**src/rtl/input_request_controller.sv**
```systemverilog
// Input-instruction responder: stalls the core until the operator confirms the switches,
// then captures the switch bank and releases the CPU for exactly one clock.
module input_request_controller #(
   parameter int SW_WIDTH        = 16,
   parameter int DEBOUNCE_CYCLES = 16
) (
   input  logic                clock,
   input  logic                n_reset,
   input  logic                in_req,
   input  logic                confirm_btn,
   input  logic [SW_WIDTH-1:0] switches,
   output logic [SW_WIDTH-1:0] in_data,
   output logic                in_valid,
   output logic                stall,
   output logic                waiting
);

   localparam int CNT_W = $clog2(DEBOUNCE_CYCLES);

   typedef enum logic [2:0] {
      IDLE,
      WAIT_RELEASE,
      WAIT_PRESS,
      CAPTURE,
      DONE
   } state_t;

   state_t state, state_next;

   logic                btn_meta, btn_sync;
   logic [SW_WIDTH-1:0] sw_meta, sw_sync;
   logic [CNT_W-1:0]    db_cnt;
   logic                btn_db, btn_db_d;
   logic                btn_rise;

   always_ff @(posedge clock or negedge n_reset) begin
      if (!n_reset) begin
         btn_meta <= 1'b0;
         btn_sync <= 1'b0;
         sw_meta  <= '0;
         sw_sync  <= '0;
      end else begin
         btn_meta <= confirm_btn;
         btn_sync <= btn_meta;
         sw_meta  <= switches;
         sw_sync  <= sw_meta;
      end
   end

   // The debounced level flips only after the synced button has differed
   // from it for DEBOUNCE_CYCLES consecutive clocks.
   always_ff @(posedge clock or negedge n_reset) begin
      if (!n_reset) begin
         db_cnt   <= '0;
         btn_db   <= 1'b0;
         btn_db_d <= 1'b0;
      end else begin
         btn_db_d <= btn_db;
         if (btn_sync == btn_db) begin
            db_cnt <= '0;
         end else if (db_cnt == CNT_W'(DEBOUNCE_CYCLES - 1)) begin
            btn_db <= btn_sync;
            db_cnt <= '0;
         end else begin
            db_cnt <= db_cnt + CNT_W'(1);
         end
      end
   end

   assign btn_rise = btn_db & ~btn_db_d;

   always_comb begin
      state_next = state;
      case (state)
         IDLE: begin
            if (in_req) state_next = btn_db ? WAIT_RELEASE : WAIT_PRESS;
         end
         WAIT_RELEASE: begin
            if (!in_req)      state_next = IDLE;
            else if (!btn_db) state_next = WAIT_PRESS;
         end
         WAIT_PRESS: begin
            if (!in_req)       state_next = IDLE;
            else if (btn_rise) state_next = CAPTURE;
         end
         CAPTURE: state_next = DONE;
         DONE:    state_next = IDLE;
         default: state_next = IDLE;
      endcase
   end

   // Outputs are registered from the next state so they line up with the state itself.
   always_ff @(posedge clock or negedge n_reset) begin
      if (!n_reset) begin
         state    <= IDLE;
         in_data  <= '0;
         in_valid <= 1'b0;
         waiting  <= 1'b0;
      end else begin
         state    <= state_next;
         in_valid <= (state_next == CAPTURE);
         waiting  <= (state_next == WAIT_RELEASE) || (state_next == WAIT_PRESS);
         if (state_next == CAPTURE) in_data <= sw_sync;
      end
   end

   assign stall = in_req && (state != DONE);

endmodule

```
**config.mk**
```make
export PLATFORM = sky130hd
export DESIGN_NAME = input_request_controller
export DESIGN_NICKNAME = d
export VERILOG_FILES = /design/src/rtl/input_request_controller.sv
export SDC_FILE = /design/constraint.sdc
export NUM_CORES = 1
export LEC_CHECK = 0
export ABC_AREA = 1
export BUFFER_PORTS_ARGS = -buffer_cell sky130_fd_sc_hd__buf_2
export CAP_MARGIN = 20
export CORE_MARGIN = 3
export CORE_UTILIZATION = 40
export CTS_CLUSTER_SIZE = 30
export DETAILED_ROUTE_END_ITERATION = 6
export MAX_ROUTING_LAYER = met4
export PLACE_DENSITY = 0.58
export SLEW_MARGIN = 20
export SYNTH_ARGS = -nofsm -noshare
export SYNTH_HDL_FRONTEND = slang
export SYNTH_SLANG_ARGS = --single-unit
```
**constraint.sdc**
```tcl
create_clock -name clock -period 1.4 [get_ports clock]
set_clock_uncertainty 0.1 [all_clocks]
set_input_delay 0.21 -clock clock [delete_from_list [all_inputs] [get_ports clock]]
set_output_delay 0.21 -clock clock [all_outputs]
set_load 0.03 [all_outputs]
```
==> results_dict.tcl, run 1 <==
set metrics [dict create \
    synthToLayoutAreaGrowth_pct 34.6 \
    grt_usage_pct 14.4 \
    multi_input_area_um2 408 \
    violations "negative setup slack" \
    maxCapViolations 0 \
    hold_viol_final 0 \
    path_class "flop to primary output" \
    dp_cells 266 \
    drtPass1Iterations 4 \
    fin_nets 256 \
    h-tree-depth 3 \
    numCtsBuffers 9 \
    first_iter_violations 37 \
    ios 39 \
    worstMarginPinSlew_ps 316 \
    synth_cells 162 \
    slew_violations 0 \
    p_per_area_mw_per_mm2 1320 \
    port_buffers 38 \
    ant_nets 0 \
    ys.flop_type "dfrtp_1" \
    yosysWarnings 0 \
    fillerInstances 400 \
    synth_area_mm2 0.00198 \
    grt_pass1_vias 1432 \
    fin_crit_sh_pct 103 \
    syn_nets 183 \
    synthDistinctLibCells 20 \
    cp.required_ps 1090 \
    fp-row-count 24 \
    synth-seq-cells 61 \
    gp_congestion 0.856 \
    route.detailed.drc 0 \
    holdCritPathClass "input port to flop" \
    crit_arrival_ps 1130 \
    final_cell_area_mm2 0.00267 \
    rsz0062_at_grt "yes" \
    antenna_found_initial 0 \
    netSwitchingPower_uw 833 \
    synth-seq-area-share_pct 77.1 \
    start_util_pct 43.4 \
    clk_path_buf_depth 2 \
    p_comb_share_pct 10.7 \
    layout_min_cycle_time_ps 1440 \
    root_buffer "clkbuf_8" \
    avgSynthCellArea_um2 12.2 \
    vias 1306 \
    num_antenna_cells 0 \
    p_int_uw 2690 \
    start_kind "flop" \
    timing.slew.headroom_pct 78.9 \
    place_area_mm2 0.00227 \
    dieArea_mm2 0.00583 \
    cts_num_sinks 61 \
    grt_pass1_wl_mm 6.35 \
    status "finished with violations" \
    grt_max_degree 62 \
    critical_path.slowest_cell "dfrtp_1" \
    dpl_worst_slack_ps 82.4 \
    post_drt_wl_per_cell_um 11.5 \
    clkLatencyLatePin_ps 320 \
    power_uw 3520 \
    p_clk_share_pct 35.7 \
    vias_per_cell 4.30 \
    path_cells "inv_2 -> a31oi_1 -> buf_4" \
    layout-drive-gt1-share_pct 28.0 \
    final-setup-viol-count 1 \
    layout_setup_ws_ps -44.5 \
    critPathCaptureType "primary output" \
    wirelength_mm 3.48 \
    timing.fmax_ghz 0.692 \
    fin_tns_setup_ps -44.5 \
    path_max_fanout 2 \
    p_sw_share_pct 23.6 \
    overflow 0 \
    synth-edff-count 0 \
    critPathMaxStageDelay_ps 390 \
    synthArstFlopShare_pct 100 \
    dpl.hpwl_mm 2.20 \
    seq_area_mm2 0.00153 \
    die_w_um 76.3 \
    cts_tree "built" \
    path_clk_slew_ps 60 \
    core_mm2 0.00456 \
    p_leak_uw 0.00142 \
    seq_power_share_pct 53.7 \
    stdcell_count 304 \
    die_h_um 76.3 \
    ir_worst_vdd_mv 0.874 \
]
metrics by stage:
| step | hold slack (ps) | util, % |
|---|---|---|
| floorplan | -186 | - |
| global placement | 133 | 49.6 |
| detailed placement | 147 | 49.6 |
| CTS | 183 | 57.8 |
| global route | 254 | 58.4 |
| finish | 210 | 58.4 |
flip-flops by register name, summed over array words and instances (netlist names), 3 cells and up:
| register | flops |
|---|---|
| state | 3 |
| sw_sync | 16 |
| in_data | 16 |
| sw_meta | 16 |
| db_cnt | 4 |
per-layer routing:
| metal | routed length, µm | GRT usage, % | part of all wire [%] |
|---|---|---|---|
| met1 | 1390 | 15.1 | 40 |
| met4 | 31 | 5.43 | 0.89 |
| met5 | 0 | - | 0 |
| met3 | 179 | 6.50 | 5.1 |
| met2 | 1880 | 23.8 | 54 |
cell usage after synthesis, types with 2 or more instances:
master	n	area [µm²]
nand2_1	62	233
dfrtp_1	61	1530
nor2_1	9	33.8
inv_1	8	30.0
nand3_1	3	15.0
nor2_2	3	18.8
a21oi_1	2	10.0
nor3_1	2	10.0
worst max-delay path: cells and delay by family, from the launching register on:
| family | cells | cell delay, ps |
|---|---|---|
| AO/OA/AOI/OAI | 1 | 190 |
| buffers and inverters | 2 | 240 |
| flip-flops | 1 | 390 |
cell type report:
cell class	count	share of cell area [%]
Multi-Input combinational cell	89	15.3
Clock buffer	13	5.59
Clock inverter	2	0.376
Timing Repair Buffer	64	16.9
Tap cell	65	3.05
Sequential cell	61	57.3
Inverter	10	1.50
cell usage in the layout (no fill, tap or decap), drive strengths merged:
cell type,count
o21ai,1
clkinv,2
nor3b,1
ha,1
a31oi,1
nand2b,1
nor3,2
dlygate4sd3,18
xnor2,1
nand2,62
dfrtp,61
nor2,12
clkbuf,13
xor2,1
buf,46
nand3,4
inv,10
a21oi,2
power groups by stage:
stage	Sequential, µW	Clock (µW)	Combinational, µW
floorplan	1960	0	115
global placement	1920	0	250
detailed placement	1930	0	263
CTS	1890	1310	355
global route	1900	1400	415
finish	1890	1260	377
logic make-up after synthesis:
group | count (synthesis) | synth area share [%]
AO/OA/AOI/OAI | 4 | 1.07
XOR/XNOR | 2 | 0.885
adder cells (fa/ha/maj) | 1 | 0.632
buffers and inverters | 12 | 3.03
flip-flops | 61 | 77.1
AND/OR/NAND/NOR | 82 | 17.3
path summary, 6_finish.rpt:
check / startpoint / to / slack, ps / cells after the start
worst max-delay path: state[1]$_DFF_PN0_ / stall / -40 / 3
worst min-delay path: in_req / waiting$_DFF_PN0_ / 210 / 6
worst max register to register: state[2]$_DFF_PN0_ / in_data[7]$_DFFE_PN0N_ / 70 / 6
worst min register to register: sw_meta[9]$_DFF_PN0_ / sw_sync[9]$_DFF_PN0_ / 240 / 0
max in group asynchronous: n_reset / state[2]$_DFF_PN0_ / 600 / 3
min in group asynchronous: n_reset / sw_sync[9]$_DFF_PN0_ / 330 / 3
repair_timing:
item,CTS,global route
setup endpoints to repair,1,18
pin swaps,1,2
cloned,0,0
gates resized for setup,2,5
hold buffers,18,0
setup buffers,4,1
endpoints found under the hold margin,78,0
No activity file was read; power rests on OpenSTA's default activity.
==> run 2: changes to the inputs <==
--- a/config.mk
+++ b/config.mk
@@ -9,11 +9,12 @@
 export BUFFER_PORTS_ARGS = -buffer_cell sky130_fd_sc_hd__buf_2
 export CAP_MARGIN = 20
 export CORE_MARGIN = 3
-export CORE_UTILIZATION = 40
+export CORE_UTILIZATION = 53
 export CTS_CLUSTER_SIZE = 30
 export DETAILED_ROUTE_END_ITERATION = 6
 export MAX_ROUTING_LAYER = met4
-export PLACE_DENSITY = 0.58
+export PLACE_DENSITY = 0.74
+export RECOVER_POWER = 25
 export SLEW_MARGIN = 20
 export SYNTH_ARGS = -nofsm -noshare
 export SYNTH_HDL_FRONTEND = slang
==> run 2 against run 1 <==
  * The run still ends with negative setup slack left
  * Maximum frequency up 1.0%
  * Clock-buffer cell count is 1 lower
  * Largest power group unchanged
  * Flip-flop and latch count is the same
  * Sequential share of layout area shrank 2.3 points
  * Core utilization is 22 points higher
  * Global-route usage rose by 6.1 points
  * Combinational power up 19%
==> results_dict.tcl, run 2 (same netlist as run 1, synthesis figures left out) <==
set metrics [dict create \
    ir_worst_vdd_mv 0.878 \
    timing.slew.headroom_pct 79.7 \
    cp.required_ps 1090 \
    first_iter_violations 68 \
    reg2reg_to "in_data[4]$_DFFE_PN0N_" \
    p_leak_uw 0.00146 \
    final_common_cell "dfrtp_1" \
    fin_crit_sh_pct 102 \
    cts_num_sinks 61 \
    post_drt_wl_per_cell_um 13.8 \
    clkLatencyLatePin_ps 320 \
    dieArea_mm2 0.00450 \
    most-common-layout-cells "dfrtp_1 (60), nand2_1 (44), buf_2 (37)" \
    synthToLayoutAreaGrowth_pct 40.2 \
    port_buffers 38 \
    maxCapViolations 0 \
    status "finished with violations" \
    min-delay-start "sw_meta[7]$_DFF_PN0_" \
    critPathCaptureType "primary output" \
    h-tree-depth 3 \
    root_buffer "clkbuf_8" \
    fillerInstances 200 \
    dp_cells 247 \
    num_antenna_cells 0 \
    vias 1393 \
    grt_pass1_vias 1531 \
    drtPass1Iterations 4 \
    die_h_um 67.1 \
    hold_viol_final 0 \
    slew_violations 0 \
    antenna_found_initial 0 \
    die_w_um 67.1 \
    ant_nets 0 \
    clk_path_buf_depth 2 \
    dpl.hpwl_mm 2.26 \
    violations "negative setup slack" \
    timing.fmax_ghz 0.700 \
    gr-usage-met1_pct 21.4 \
    final-setup-viol-count 1 \
    reg_top3 "in_data x16, sw_meta x16, sw_sync x16" \
    start_kind "flop" \
    route.detailed.drc 0 \
    wirelength_mm 3.99 \
    grt_usage_pct 20.4 \
    overflow 0 \
    core_mm2 0.00347 \
    grt_max_degree 62 \
    top_usage_layer "met2" \
    ios 39 \
    cts_tree "built" \
    met3_usage_pct 5.23 \
    p_per_area_mw_per_mm2 1330 \
    layout-drive-gt1-share_pct 37.7 \
    crit_start "state[2]$_DFF_PN0_" \
    power_uw 3690 \
    path_max_fanout 2 \
    rsz0062_at_grt "yes" \
    layout_setup_ws_ps -29.5 \
    numCtsBuffers 9 \
    vias_per_cell 4.80 \
    crit_arrival_ps 1120 \
    stdcell_count 290 \
    r2r_cells 7 \
    holdCritPathClass "flop to flop" \
    layout_min_cycle_time_ps 1430 \
    grtUsageMet2_pct 32.3 \
    grt_pass1_wl_mm 6.31 \
    r2r_slack_ps 10 \
    gp_congestion 0.761 \
    worstMarginPinSlew_ps 304 \
    fin_nets 260 \
    r2r_start "state[1]$_DFF_PN0_" \
    start_util_pct 57.1 \
    whs_path_depth 0 \
    whs_endpoint "sw_sync[7]$_DFF_PN0_" \
    path_class "flop to primary output" \
    path_clk_slew_ps 70 \
    fp-row-count 21 \
]
==> run 2: area by class of cell <==
type                            instances  area, µm²  area share [%]
Inverter                               10       42.5            1.53
Timing Repair Buffer                   68        508            18.3
Sequential cell                        61       1530            55.0
Clock buffer                           12        155            5.59
Clock inverter                          4       22.5           0.812
Tap cell                               46       57.6            2.07
Multi-Input combinational cell         89        462            16.6
==> run 2: worst max-delay path by stage <==
| stage | cells past startpoint | slack, ps | to |
|---|---|---|---|
| after floorplan | 2 | 80 | stall |
| after global placement | 5 | 140 | in_data[10]$_DFFE_PN0N_ |
| after detailed placement | 5 | 70 | in_data[5]$_DFFE_PN0N_ |
| after CTS | 3 | -20 | stall |
| after global routing | 8 | -80 | waiting$_DFF_PN0_ |
| final | 2 | -30 | stall |
==> run 2: stage by stage <==
stage          hold slack, ps  utilization, %  setup TNS (ps)  worst slack, ps  instance area, µm²
4_1_cts                   198            76.3           -21.6            -21.6                2650
6_report                  240            80.0           -29.5            -29.5                2780
3_3_place_gp              129            64.6               0              141                2240
3_5_place_dp              134            64.6               0             68.6                2240
5_1_grt                   237            80.0            -572            -80.5                2780
2_1_floorplan            -186               -               0             83.7                1980
==> run 2: critical path, cell delays in order, from the launching register on <==
cell and delay, ps:
dfrtp_2 420, a31oi_1 190, buf_4 190
==> run 2: report_power, final <==
group	switching [µW]	internal (µW)
combinational	234	215
sequential	35.9	1850
clock	619	730
==> run 2: layer usage <==
metal,up-vias,routed length [µm]
li1,655,-
met2,47,2240
met5,-,0
met1,677,1480
met3,14,166
met4,0,99
==> run 2: timing repair <==
action,CTS,global route
setup endpoints to repair,1,18
buffers inserted,5,3
resized for setup,3,29
endpoints found under the hold margin,78,0
pin swaps,1,12
gates cloned,0,1
hold buffers,18,0
==> run 3: changes to the inputs <==
--- a/config.mk
+++ b/config.mk
@@ -9,11 +9,11 @@
 export BUFFER_PORTS_ARGS = -buffer_cell sky130_fd_sc_hd__buf_2
 export CAP_MARGIN = 20
 export CORE_MARGIN = 3
-export CORE_UTILIZATION = 53
+export CORE_UTILIZATION = 57
 export CTS_CLUSTER_SIZE = 30
 export DETAILED_ROUTE_END_ITERATION = 6
 export MAX_ROUTING_LAYER = met4
-export PLACE_DENSITY = 0.74
+export PLACE_DENSITY = 0.79
 export RECOVER_POWER = 25
 export SLEW_MARGIN = 20
 export SYNTH_ARGS = -nofsm -noshare
==> constraint.sdc (replaced) <==
create_clock -name clock -period 1.8 [get_ports clock]
set_clock_uncertainty 0.1 [all_clocks]
set_input_delay 0.27 -clock clock [delete_from_list [all_inputs] [get_ports clock]]
set_output_delay 0.27 -clock clock [all_outputs]
set_load 0.03 [all_outputs]
==> run 3 against run 2 <==
  * The run now ends clean
  * Critical path depth unchanged
  * Routed wire length decreased by 13%
  * Flip-flop and latch count unchanged
  * Hold slack improved by 12 ps
  * Clock-buffer cell count increased by 1
  * Power decreased by 33%
  * Sequential share of layout area increased by 5.9 points
  * Setup slack improved by 210 ps
  * First-iteration DRC count increased by 85%
  * Sequential power decreased by 22%
  * Clock power decreased by 45%
  * Critical path type unchanged
==> results_dict.tcl, run 3 (same netlist as run 1, synthesis figures left out) <==
set metrics [dict create \
    core_mm2 0.00318 \
    critical_path.slowest_cell "dfrtp_1" \
    grt_usage_pct 20.8 \
    layout-drive-gt1-share_pct 24.1 \
    grt_pass1_vias 1370 \
    route.detailed.drc 0 \
    cts_num_sinks 61 \
    path_buf_inv 1 \
    dieArea_mm2 0.00422 \
    status "finished clean" \
    timing.slew.headroom_pct 79.8 \
    final_common_cell "nand2_1" \
    reg_top3 "in_data x16, sw_meta x16, sw_sync x16" \
    numCtsBuffers 9 \
    p_leak_uw 0.00135 \
    crit_arrival_ps 1250 \
    hold_ws_ps 252 \
    fin_crit_sh_pct 90.0 \
    overflow 0 \
    path_max_fanout 7 \
    dpl.hpwl_mm 2.22 \
    fillerInstances 210 \
    wirelength_mm 3.49 \
    r2r_slack_ps 340 \
    p_sw_share_pct 24.8 \
    antenna_found_initial 0 \
    p_clk_share_pct 30.1 \
    vias 1286 \
    port_buffers 38 \
    slew_violations 0 \
    clk_path_buf_depth 2 \
    final-setup-viol-count 0 \
    p_per_area_mw_per_mm2 978 \
    first_iter_violations 126 \
    vias_per_cell 4.66 \
    ir_worst_vdd_mv 0.797 \
    die_h_um 64.9 \
    drtPass1Iterations 6 \
    fin_nets 249 \
    path_clk_slew_ps 90 \
    gp_congestion 0.763 \
    layout_min_cycle_time_ps 1620 \
    start_util_pct 62.3 \
    p_int_uw 1840 \
    dpl_worst_slack_ps 355 \
    clkLatencyLatePin_ps 370 \
    grt_max_degree 62 \
    layout_setup_ws_ps 180 \
    h-tree-depth 3 \
    path_class "flop to primary output" \
    grt_pass1_wl_mm 6.18 \
    p_comb_share_pct 9.8 \
    timing.fmax_ghz 0.617 \
    path_cells "a31oi_1 -> buf_2" \
    hold_viol_final 0 \
    start_kind "flop" \
    post_drt_wl_per_cell_um 12.6 \
    holdCritPathClass "flop to flop" \
    seq_power_share_pct 60.1 \
    most-common-layout-cells "nand2_1 (62), dfrtp_1 (61), buf_2 (37)" \
    critPathCaptureType "primary output" \
    rsz0062_at_grt "no" \
    worstMarginPinSlew_ps 303 \
    fp-row-count 20 \
    cp.required_ps 1430 \
    maxCapViolations 0 \
    cts_tree "built" \
    ios 39 \
    ant_nets 0 \
    critPathMaxStageDelay_ps 480 \
    synthToLayoutAreaGrowth_pct 26.6 \
    num_antenna_cells 0 \
    die_w_um 64.9 \
    fin_tns_setup_ps 0 \
    path_delay_family "flip-flops" \
    root_buffer "clkbuf_4" \
    netSwitchingPower_uw 609 \
]
-- run 3: cell count changes in the layout (fill, tap and decap cells not counted), moves of 2 or more --
cell | before | now
buf_4 | 6 | 0
buf_6 | 3 | 0
clkbuf_4 | 0 | 9
clkbuf_8 | 11 | 1
nand2_1 | 44 | 62
nand2_2 | 17 | 0
nor2_2 | 1 | 3
nor2_4 | 2 | 0
-- run 3: final cells by class --
cell class | instances | area (µm²) | share of cell area, %
flip-flops and latches | 61 | 1530 | 60.9
clock inverters | 2 | 10.0 | 0.399
repair buffers | 57 | 389 | 15.5
clock buffers | 13 | 92.6 | 3.69
well taps | 44 | 55.1 | 2.20
inverters | 10 | 40.0 | 1.60
multi-input cells | 89 | 393 | 15.7
-- run 3: metrics by stage --
| stage | util [%] | total power (µW) | cell area (µm²) | std cells |
|---|---|---|---|---|
| 6_report | 78.9 | 2450 | 2510 | 276 |
| 5_1_grt | 78.9 | 2590 | 2510 | 276 |
| 4_1_cts | 78.9 | 2490 | 2510 | 276 |
| 3_5_place_dp | 70.0 | 1710 | 2220 | 243 |
| 3_3_place_gp | 70.0 | 1690 | 2220 | 243 |
| 2_1_floorplan | - | 1610 | 1980 | 162 |
-- run 3: repair_timing --
action,4_1_cts,5_1_grt
endpoints found under the hold margin,78,0
hold buffers,18,0
setup buffers,0,0
resized for setup,0,0
-- run 3: path summary, 6_finish.rpt --
kind | start | to | depth (start not counted)
min | sw_meta[3]$_DFF_PN0_ | sw_sync[3]$_DFF_PN0_ | 0
max in group asynchronous | n_reset | sw_sync[5]$_DFF_PN0_ | 3
max reg2reg | state[2]$_DFF_PN0_ | in_data[7]$_DFFE_PN0N_ | 5
min in group asynchronous | n_reset | in_data[8]$_DFFE_PN0N_ | 3
min reg2reg | sw_meta[3]$_DFF_PN0_ | sw_sync[3]$_DFF_PN0_ | 0
max | state[2]$_DFF_PN0_ | stall | 2
-- run 3: power by group through the flow --
stage / clock [µW] / combinational (µW) / sequential [µW]
floorplan: 0 / 89.4 / 1520
global placement: 0 / 194 / 1490
detailed placement: 0 / 212 / 1500
CTS: 772 / 242 / 1470
global route: 837 / 269 / 1480
finish: 737 / 241 / 1470
-- run 3: per-layer routing --
metal	share of wire [%]	vias up	global-route usage [%]
li1	-	631	-
met1	41	593	23.6
met2	52	53	33.1
met3	5.5	9	7.11
met4	2.2	0	10.3
met5	0	-	-
